File: config.mk
export PLATFORM = sky130hd
export DESIGN_NAME = mem_port_arbiter_flat
export DESIGN_NICKNAME = d
export VERILOG_FILES = /design/src/rtl/mem_port_arbiter_if.sv /design/src/rtl/mem_port_arbiter.sv /design/src/flat_wrapper.sv
export SDC_FILE = /design/constraint.sdc
export NUM_CORES = 1
export LEC_CHECK = 0
export CAP_MARGIN = 20
export CELL_PAD_IN_SITES_DETAIL_PLACEMENT = 1
export CELL_PAD_IN_SITES_GLOBAL_PLACEMENT = 2
export CORE_ASPECT_RATIO = 0.6
export CORE_MARGIN = 2
export CORE_UTILIZATION = 22
export DETAILED_ROUTE_END_ITERATION = 6
export PLACE_DENSITY_LB_ADDON = 0.1
export REMOVE_ABC_BUFFERS = 1
export SETUP_SLACK_MARGIN = 0.4
export SLEW_MARGIN = 10
export SYNTH_ARGS = -nofsm -noshare
export SYNTH_HDL_FRONTEND = slang
export SYNTH_SLANG_ARGS = --single-unit
File: constraint.sdc
create_clock -name clk_i -period 2.5 [get_ports clk_i]
set_clock_uncertainty 0.2 [all_clocks]
set_input_delay 0.375 -clock clk_i [delete_from_list [all_inputs] [get_ports clk_i]]
set_output_delay 0.375 -clock clk_i [all_outputs]
set_load 0.01 [all_outputs]
File: src/rtl/mem_port_arbiter_if.sv
// Bus bundle between the CPU, the debug/loader port, the arbiter and the single-port memory.
// The slave modport is the arbiter's view; master is the surrounding system's view.
interface mem_port_arbiter_if #(
  parameter int ADDR_W = 12,
  parameter int DATA_W = 16
);
  logic              cpu_req;
  logic              cpu_we;
  logic [ADDR_W-1:0] cpu_addr;
  logic [DATA_W-1:0] cpu_wdata;
  logic [DATA_W-1:0] cpu_rdata;
  logic              cpu_done;
  logic              cpu_stall;

  logic              dbg_req;
  logic              dbg_we;
  logic [ADDR_W-1:0] dbg_addr;
  logic [DATA_W-1:0] dbg_wdata;
  logic [DATA_W-1:0] dbg_rdata;
  logic              dbg_done;
  logic              dbg_halt;

  logic              mem_en;
  logic              mem_we;
  logic [ADDR_W-1:0] mem_addr;
  logic [DATA_W-1:0] mem_wdata;
  logic [DATA_W-1:0] mem_rdata;

  logic              busy;

  modport slave (
    input  cpu_req, cpu_we, cpu_addr, cpu_wdata,
    output cpu_rdata, cpu_done, cpu_stall,
    input  dbg_req, dbg_we, dbg_addr, dbg_wdata, dbg_halt,
    output dbg_rdata, dbg_done,
    output mem_en, mem_we, mem_addr, mem_wdata,
    input  mem_rdata,
    output busy
  );

  modport master (
    output cpu_req, cpu_we, cpu_addr, cpu_wdata,
    input  cpu_rdata, cpu_done, cpu_stall,
    output dbg_req, dbg_we, dbg_addr, dbg_wdata, dbg_halt,
    input  dbg_rdata, dbg_done,
    input  mem_en, mem_we, mem_addr, mem_wdata,
    output mem_rdata,
    input  busy
  );
endinterface

File: src/rtl/mem_port_arbiter.sv
// Round-robin arbiter sharing the unified memory port between the multicycle CPU and the
// debug/loader port; dbg_halt blocks new CPU grants so the loader can own memory.
module mem_port_arbiter #(
  parameter int ADDR_W  = 12,
  parameter int DATA_W  = 16,
  parameter int MEM_LAT = 2
) (
  input  logic                 clk_i,
  input  logic                 rst_i,
  mem_port_arbiter_if.slave    bus
);

  localparam int CNT_W = (MEM_LAT > 1) ? $clog2(MEM_LAT) : 1;
  localparam logic [CNT_W-1:0] CNT_INIT = CNT_W'(MEM_LAT - 1);

  typedef enum logic [1:0] {IDLE, ISSUE, WAIT, DONE} state_e;
  typedef enum logic {OWN_CPU, OWN_DBG} owner_e;

  state_e            state_q;
  owner_e            owner_q;
  owner_e            lastOwner_q;
  logic [CNT_W-1:0]  cnt_q;
  logic              memEn_q;
  logic              memWe_q;
  logic [ADDR_W-1:0] memAddr_q;
  logic [DATA_W-1:0] memWdata_q;
  logic [DATA_W-1:0] cpuRdata_q;
  logic [DATA_W-1:0] dbgRdata_q;
  logic              cpuDone_q;
  logic              dbgDone_q;
  logic              busy_q;

  logic              cpuElig;
  logic              dbgElig;
  logic              grantValid_d;
  owner_e            grantOwner_d;
  logic              grantWe_d;
  logic [ADDR_W-1:0] grantAddr_d;
  logic [DATA_W-1:0] grantWdata_d;

  // On a tie the requester that did not own the previous access wins.
  always_comb begin
    cpuElig      = bus.cpu_req & ~bus.dbg_halt;
    dbgElig      = bus.dbg_req;
    grantValid_d = cpuElig | dbgElig;
    grantOwner_d = OWN_CPU;
    if (cpuElig && dbgElig) begin
      grantOwner_d = (lastOwner_q == OWN_DBG) ? OWN_CPU : OWN_DBG;
    end else if (dbgElig) begin
      grantOwner_d = OWN_DBG;
    end
    grantWe_d    = bus.cpu_we;
    grantAddr_d  = bus.cpu_addr;
    grantWdata_d = bus.cpu_wdata;
    if (grantOwner_d == OWN_DBG) begin
      grantWe_d    = bus.dbg_we;
      grantAddr_d  = bus.dbg_addr;
      grantWdata_d = bus.dbg_wdata;
    end
  end

  always_ff @(posedge clk_i) begin
    if (rst_i) begin
      state_q     <= IDLE;
      owner_q     <= OWN_CPU;
      lastOwner_q <= OWN_DBG;
      cnt_q       <= '0;
      memEn_q     <= 1'b0;
      memWe_q     <= 1'b0;
      memAddr_q   <= '0;
      memWdata_q  <= '0;
      cpuRdata_q  <= '0;
      dbgRdata_q  <= '0;
      cpuDone_q   <= 1'b0;
      dbgDone_q   <= 1'b0;
      busy_q      <= 1'b0;
    end else begin
      case (state_q)
        IDLE: begin
          if (grantValid_d) begin
            owner_q     <= grantOwner_d;
            lastOwner_q <= grantOwner_d;
            memEn_q     <= 1'b1;
            memWe_q     <= grantWe_d;
            memAddr_q   <= grantAddr_d;
            memWdata_q  <= grantWdata_d;
            busy_q      <= 1'b1;
            state_q     <= ISSUE;
          end
        end
        // memWe_q still carries the latched direction during the strobe cycle.
        ISSUE: begin
          memEn_q <= 1'b0;
          memWe_q <= 1'b0;
          if (memWe_q) begin
            cpuDone_q <= (owner_q == OWN_CPU);
            dbgDone_q <= (owner_q == OWN_DBG);
            state_q   <= DONE;
          end else begin
            cnt_q   <= CNT_INIT;
            state_q <= WAIT;
          end
        end
        WAIT: begin
          if (cnt_q == '0) begin
            if (owner_q == OWN_CPU) begin
              cpuRdata_q <= bus.mem_rdata;
              cpuDone_q  <= 1'b1;
            end else begin
              dbgRdata_q <= bus.mem_rdata;
              dbgDone_q  <= 1'b1;
            end
            state_q <= DONE;
          end else begin
            cnt_q <= cnt_q - 1'b1;
          end
        end
        DONE: begin
          cpuDone_q <= 1'b0;
          dbgDone_q <= 1'b0;
          busy_q    <= 1'b0;
          state_q   <= IDLE;
        end
        default: state_q <= IDLE;
      endcase
    end
  end

  assign bus.mem_en    = memEn_q;
  assign bus.mem_we    = memWe_q;
  assign bus.mem_addr  = memAddr_q;
  assign bus.mem_wdata = memWdata_q;
  assign bus.cpu_rdata = cpuRdata_q;
  assign bus.dbg_rdata = dbgRdata_q;
  assign bus.cpu_done  = cpuDone_q;
  assign bus.dbg_done  = dbgDone_q;
  assign bus.cpu_stall = bus.cpu_req & ~cpuDone_q;
  assign bus.busy      = busy_q;

endmodule

File: src/flat_wrapper.sv
// flat-port wrapper written by rule: the top's interface ports become plain ports
module mem_port_arbiter_flat 
#(
  parameter int ADDR_W  = 12,
  parameter int DATA_W  = 16,
  parameter int MEM_LAT = 2
)
  (clk_i, rst_i, bus_cpu_req, bus_cpu_we, bus_cpu_addr, bus_cpu_wdata, bus_cpu_rdata, bus_cpu_done, bus_cpu_stall, bus_dbg_req, bus_dbg_we, bus_dbg_addr, bus_dbg_wdata, bus_dbg_halt, bus_dbg_rdata, bus_dbg_done, bus_mem_en, bus_mem_we, bus_mem_addr, bus_mem_wdata, bus_mem_rdata, bus_busy);
  mem_port_arbiter_if #(.ADDR_W(ADDR_W), .DATA_W(DATA_W)) bus_i ();
  input  logic clk_i;
  input  logic rst_i;
  input wire logic [$bits(bus_i.cpu_req)-1:0] bus_cpu_req;
  input wire logic [$bits(bus_i.cpu_we)-1:0] bus_cpu_we;
  input wire logic [$bits(bus_i.cpu_addr)-1:0] bus_cpu_addr;
  input wire logic [$bits(bus_i.cpu_wdata)-1:0] bus_cpu_wdata;
  output wire logic [$bits(bus_i.cpu_rdata)-1:0] bus_cpu_rdata;
  output wire logic [$bits(bus_i.cpu_done)-1:0] bus_cpu_done;
  output wire logic [$bits(bus_i.cpu_stall)-1:0] bus_cpu_stall;
  input wire logic [$bits(bus_i.dbg_req)-1:0] bus_dbg_req;
  input wire logic [$bits(bus_i.dbg_we)-1:0] bus_dbg_we;
  input wire logic [$bits(bus_i.dbg_addr)-1:0] bus_dbg_addr;
  input wire logic [$bits(bus_i.dbg_wdata)-1:0] bus_dbg_wdata;
  input wire logic [$bits(bus_i.dbg_halt)-1:0] bus_dbg_halt;
  output wire logic [$bits(bus_i.dbg_rdata)-1:0] bus_dbg_rdata;
  output wire logic [$bits(bus_i.dbg_done)-1:0] bus_dbg_done;
  output wire logic [$bits(bus_i.mem_en)-1:0] bus_mem_en;
  output wire logic [$bits(bus_i.mem_we)-1:0] bus_mem_we;
  output wire logic [$bits(bus_i.mem_addr)-1:0] bus_mem_addr;
  output wire logic [$bits(bus_i.mem_wdata)-1:0] bus_mem_wdata;
  input wire logic [$bits(bus_i.mem_rdata)-1:0] bus_mem_rdata;
  output wire logic [$bits(bus_i.busy)-1:0] bus_busy;
  assign bus_i.cpu_req = bus_cpu_req;
  assign bus_i.cpu_we = bus_cpu_we;
  assign bus_i.cpu_addr = bus_cpu_addr;
  assign bus_i.cpu_wdata = bus_cpu_wdata;
  assign bus_cpu_rdata = bus_i.cpu_rdata;
  assign bus_cpu_done = bus_i.cpu_done;
  assign bus_cpu_stall = bus_i.cpu_stall;
  assign bus_i.dbg_req = bus_dbg_req;
  assign bus_i.dbg_we = bus_dbg_we;
  assign bus_i.dbg_addr = bus_dbg_addr;
  assign bus_i.dbg_wdata = bus_dbg_wdata;
  assign bus_i.dbg_halt = bus_dbg_halt;
  assign bus_dbg_rdata = bus_i.dbg_rdata;
  assign bus_dbg_done = bus_i.dbg_done;
  assign bus_mem_en = bus_i.mem_en;
  assign bus_mem_we = bus_i.mem_we;
  assign bus_mem_addr = bus_i.mem_addr;
  assign bus_mem_wdata = bus_i.mem_wdata;
  assign bus_i.mem_rdata = bus_mem_rdata;
  assign bus_busy = bus_i.busy;
  mem_port_arbiter #(.ADDR_W(ADDR_W), .DATA_W(DATA_W), .MEM_LAT(MEM_LAT)) u_core (.clk_i(clk_i), .rst_i(rst_i), .bus(bus_i));
endmodule
; ---- Yosys cells after proc, flatten, opt, wreduce, memory -nomap -nowiden
; Cells that the tools add are included.
[op_classes]
add_sub_neg = 1
multipliers = 0
div = 0
n_lt_le_gt_ge = 0
eq_ne = 9
n_shift = 0
muxes = 26
n_bitwise = 7
n_reduce_logical = 15
[op_table]
columns = cell, n
row1 = $mux 16, 1
row2 = $mux 1, 15
row3 = $mux 12, 1
row4 = $reduce_and 2->1, 5
row5 = $pmux 1 s2, 4
row6 = $pmux 2 s4, 1
row7 = $reduce_and 4->1, 2
row8 = $ne 2x1->1 const B, 3
row9 = $ne 2x2->1 const B, 3
row10 = $pmux 1 s3, 2
row11 = $reduce_and 3->1, 2
row12 = $reduce_bool 2->1, 3
row13 = $eq 2x2->1 const B, 2
row14 = $mux 2, 2
row15 = $not 1->1, 4
row16 = $reduce_bool 3->1, 1
row17 = $and 1x1->1, 2
row18 = $eq 2x1->1 const B, 1
row19 = $logic_not 2->1, 1
row20 = $logic_and 1x1->1, 1
row21 = $or 1x1->1, 1
row22 = $sub 1x1->1 const B, 1
[totals]
ff_bits = 70
latchBits = 0
ram_bits = 0
rom_bits = 0
input_bits = 79
out_inout_bits = 66
n_memories = 0

; ---- Longest topological paths before layout
[logic_depth]
ltp_word = 7
ltp_mapped = 8
mapped_depth_nobuf = 6

; ---- Worst setup path after synthesis
; OpenSTA, ideal clock, no wires.
[synth_path]
path_type = register -> register
from = register u_core.state_q[1]
to = register u_core.cpuRdata_q[10], in the netlist u_core.bus.cpu_rdata[10]
setup_time_ns = 0.132
t_arrival_ns = 1.470
t_required_ns = 2.168
path_slack_ns = 0.698
stages_incl_launch_ff = 8
n_path_buf = 2
synth_period_minus_slack_ns = 1.802
cell_sequence = dfxtp_1 -> ha_1 -> inv_2 -> or3_1 -> clkbuf_2 -> buf_6 -> nand2_1 -> a21oi_1
[synth_via]
elab_chain_len = 2
[synth_rtl]
columns = element, line
row1 = "start, declared", mem_port_arbiter.sv:19  ; state_e state_q;
row2 = "start signal, assigned", mem_port_arbiter.sv:64  ; state_q <= IDLE;
row3 = "start signal, assigned", mem_port_arbiter.sv:88  ; state_q <= ISSUE;
row4 = "start signal, assigned", mem_port_arbiter.sv:98  ; state_q <= DONE;
row5 = $eq 2x2->1, mem_port_arbiter.sv:78  ; case (state_q)
row6 = $reduce_and 3->1 (no source line), n/a
row7 = "end signal, assigned", mem_port_arbiter.sv:107  ; cpuRdata_q <= bus.mem_rdata;
row8 = "end, declared", mem_port_arbiter.sv:27  ; logic [DATA_W-1:0] cpuRdata_q;
; No other way between the ends.
; A chain may end at the register's enable or synchronous reset.

; ---- Final worst setup path
[layout_path]
from = register u_core.state_q[0]
to = register u_core.dbgRdata_q[8], in the netlist u_core.bus.dbg_rdata[8]
[layout_via]
elab_chain_len = 2
[layout_rtl]
columns = element, line
row1 = $eq 2x2->1, mem_port_arbiter.sv:78
row2 = $reduce_and 3->1 (no source line), n/a
row3 = "end signal, assigned", mem_port_arbiter.sv:110  ; dbgRdata_q <= bus.mem_rdata;
row4 = "end, declared", mem_port_arbiter.sv:28  ; logic [DATA_W-1:0] dbgRdata_q;
; No other way between the ends.

==> out/summary.log <==
INFO  routing        number_of_drc_markers_after_the_initial_detailed_route_iteration=108
INFO  synth          netlist_instances=366
INFO  grt            wire_length_of_the_first_global_routing_pass=17720µm
INFO  power_and_ir_drop power_density=921.9nW/µm²
INFO  cts            h-tree-depth=3
INFO  synth          syn-cell-area=2975µm²
INFO  floorplan      die_y=94.08µm
INFO  cells_and_area layout.cells.most_common_list=142 x sky130_fd_sc_hd__clkdlybuf4s50_1, 95 x sky130_fd_sc_hd__nand2_1, 70 x sky130_fd_sc_hd__dfxtp_1
INFO  worst_hold_path hold_path.class=flop to flop
INFO  floorplan      fp-row-count=32
INFO  routing        routed_wl=10840µm
INFO  placement      place.gp.congestion=0.7417
INFO  synth          top_cell_type_s_share_of_synthesized_area=47.10%
INFO  critical_path  critical-path-max-stage-delay=0.37ns
INFO  cells_and_area fin_area=4893µm²
INFO  cells_and_area antenna-diode-count=0
INFO  grt            grt_pass1_vias=3369
INFO  critical_path  critPathCaptureType=flop
INFO  routing        vias_per_cell=4.568
INFO  floorplan      start_util=22.87%
INFO  cells_and_area final_util=37.61%
INFO  cells_and_area final_common_cell=sky130_fd_sc_hd__clkdlybuf4s50_1
INFO  critical_path  worst_setup_path_start_kind=flop
INFO  synth          count_of_state_elements_after_synthesis=70
INFO  routing        route.vias.total=3111
INFO  cts            path_clk_slew=0.06ns
INFO  grt            grt_max_degree=56
INFO  sta            max_slew.worst_pin.slew=0.5796ns
INFO  placement      detailed_place.area=4607µm²
INFO  routing        wire_per_inst=15.92µm
INFO  placement      place.port_buffers=144
INFO  critical_path  cp.buffers_inverters=3
INFO  routing        drt_pre_antenna_iters=4
INFO  critical_path  critical_path_required=2.56ns
INFO  critical_path  setup.worst_path.start=u_core.state_q[0]
INFO  power_and_ir_drop static_leakage=1.765nW
INFO  cts            numCtsBuffers=9
INFO  critical_path  cp_slowest_cell=sky130_fd_sc_hd__dfxtp_1
INFO  synth          synth_seq_area_share=47.10%
INFO  critical_path  r2r.worst_path.cells=7
INFO  placement      place_inst=665
INFO  sta            timing_max_transition_violations_final=0
INFO  floorplan      boundaryPins=145
INFO  critical_path  rr_startpoint=u_core.state_q[0]
INFO  run            cap_viol_max_count=0
INFO  sta            final-hold-violation-count=0
INFO  sta            slew-limit-headroom=61.36%
INFO  critical_path  reg_to_reg_slack_setup=0.60ns
INFO  placement      post-dp-hpwl=7807µm
INFO  cells_and_area layout.cells.non_filler=681
INFO  sta            post-route-period-util=76.10%
INFO  cells_and_area area_overhead_of_the_layout_relative_to_synthesis=64.47%
INFO  floorplan      die_width=154.1µm
INFO  floorplan      fp.coreArea=13010µm²
INFO  sta            timing.final.setup_violations=0
INFO  cts            numClockSinks=70
INFO  sta            setup_total_negative_slack=0ns
INFO  synth          synth_top_cells_by_area=sky130_fd_sc_hd__dfxtp_1 47%, sky130_fd_sc_hd__nand2_1 12%, sky130_fd_sc_hd__a311oi_1 7.9%, sky130_fd_sc_hd__a21oi_1 5.9%, sky130_fd_sc_hd__nand3_1 4.7%
INFO  cts            clk_latency=0.33ns
INFO  worst_hold_path worst_hold_path.endpoint=u_core.bus.cpu_rdata[4]
INFO  critical_path  crit_chain=inv_1 -> ha_1 -> inv_2 -> nor3b_4 -> buf_4 -> nand2_1 -> a21oi_1
INFO  critical_path  timing_worst_setup_path_type=flop to flop
INFO  synth          syn_area_per_cell=8.129µm²
INFO  critical_path  gate_family_responsible_for_the_most_delay_along_the_worst_path=buffers and inverters
INFO  critical_path  worstReg2RegEnd=u_core.bus.dbg_rdata[8]
INFO  cts            tritoncts=yes
INFO  worst_hold_path number_of_cells_on_the_worst_hold_path=2
INFO  critical_path  worst_ep_arrival_time=1.97ns
INFO  synth          post_synth_num_cell_types=32
INFO  grt            grt_overflow=0
INFO  status         run_status=complete, no violations
INFO  synth          post-synth-top-area-cell=sky130_fd_sc_hd__dfxtp_1
INFO  power_and_ir_drop ir_drop=0.0003458V
INFO  cts            cts.path.max_buffers=2
INFO  cells_and_area nets=590
INFO  sta            rsz0062_at_grt=no
INFO  critical_path  critPathMaxFanout=16
INFO  grt            track_usage=15.56%
INFO  sta            fin_crit=1.902ns
INFO  sta            hold_slack=0.2537ns
INFO  routing        drc_errors=0
INFO  routing        detail-route-antenna-nets=0
INFO  worst_hold_path hold_path.startpoint=u_core.bus.cpu_rdata[4]
INFO  cells_and_area share_of_post_route_cells_with_drive_strength_above_1=7.828%
INFO  floorplan      die_area=14500µm²
INFO  cts            cts.root.buffer_cell=sky130_fd_sc_hd__clkbuf_16
INFO  grt            antenna_found_initial=0
INFO  sta            fmax=0.5256GHz
INFO  synth          synth-warning-count=0
-- cells in the mapped netlist (all sizes together) --
cell type and n:
or3 1, mux2i 5, and2b 1, ha 5
nand3b 4, nor3 2, nand2b 2, inv 4
o21ai 6, a311oi 27, o21a 2, a2bb2oi 3
o22ai 1, and4b 1, dfxtp 70, a21oi 35
a211oi 3, nor2 35, nand2 96, o41ai 1
clkbuf 12, nor2b 2, nor3b 1, nand3 28
buf 18, a22oi 1
-- sequential cells by signal, indices dropped and copies added, names as in the netlist, 2 cells and up --
signal / flops
u_core.bus.cpu_rdata: 16
u_core.bus.dbg_rdata: 16
u_core.bus.mem_wdata: 16
u_core.bus.mem_addr: 12
u_core.state_q: 2
-- worst min-delay path, delay by kind of cell (launching register included) --
family          cells  cell delay [ns]
compound gates      1             0.05
flops               1             0.31
simple gates        1             0.05
-- where the power goes --
part           switching (W)  internal (W)
clock network       0.000507      0.000693
logic               0.000872      0.000891
registers           0.000175       0.00137
total                0.00155       0.00296
-- worst max-delay path by stage --
stage	slack, ns	cells after the start	endpoint
after global routing	0.43	7	u_core.bus.dbg_rdata[14]
after global placement	0.34	5	u_core.state_q[0]
final	0.60	7	u_core.bus.dbg_rdata[8]
after floorplan	0.23	5	u_core.bus.mem_addr[0]
after CTS	0.51	6	u_core.state_q[0]
after detailed placement	0.30	5	u_core.state_q[0]
-- per-layer routing --
metal	GRT usage (%)	vias up	wire [µm]	part of all wire (%)
li1	-	1542	-	-
met1	19.58	1488	5134	47
met3	5.720	9	683	6.3
met2	25.49	72	4927	45
met4	3.583	0	97	0.89
met5	0	-	0	0
-- logic make-up after synthesis --
logic type	share of synthesized area, %
AO/OA/AOI/OAI	17.75
buffers and inverters	6.181
multiplexers	1.682
adder cells (fa/ha/maj)	2.103
flip-flops	47.10
AND/OR/NAND/NOR	25.19
-- cell type report --
| type | count | area, µm² |
|---|---|---|
| flip-flops and latches | 70 | 1401 |
| repair buffers | 159 | 1585 |
| multi-input cells | 262 | 1403 |
| clock inverters | 6 | 37.54 |
| well taps | 170 | 212.7 |
| fillers | 1507 | 8119 |
| inverters | 4 | 15.01 |
| clock buffers | 10 | 239.0 |
-- stage by stage --
step	setup slack, ns	total power [W]
after CTS	0.5120	0.004583
final	0.5975	0.004511
after global routing	0.4275	0.004841
after global placement	0.3400	0.003323
after floorplan	0.2288	0.002397
after detailed placement	0.2962	0.003352
-- what timing repair did --
| item | 4_1_cts | 5_1_grt |
|---|---|---|
| pin swaps | 0 | 0 |
| hold buffers | 0 | 0 |
| setup buffers | 0 | 0 |
| gates resized for setup | 2 | 1 |
| setup endpoints to repair | 16 | 2 |
Power figures use the tool's default switching activity.
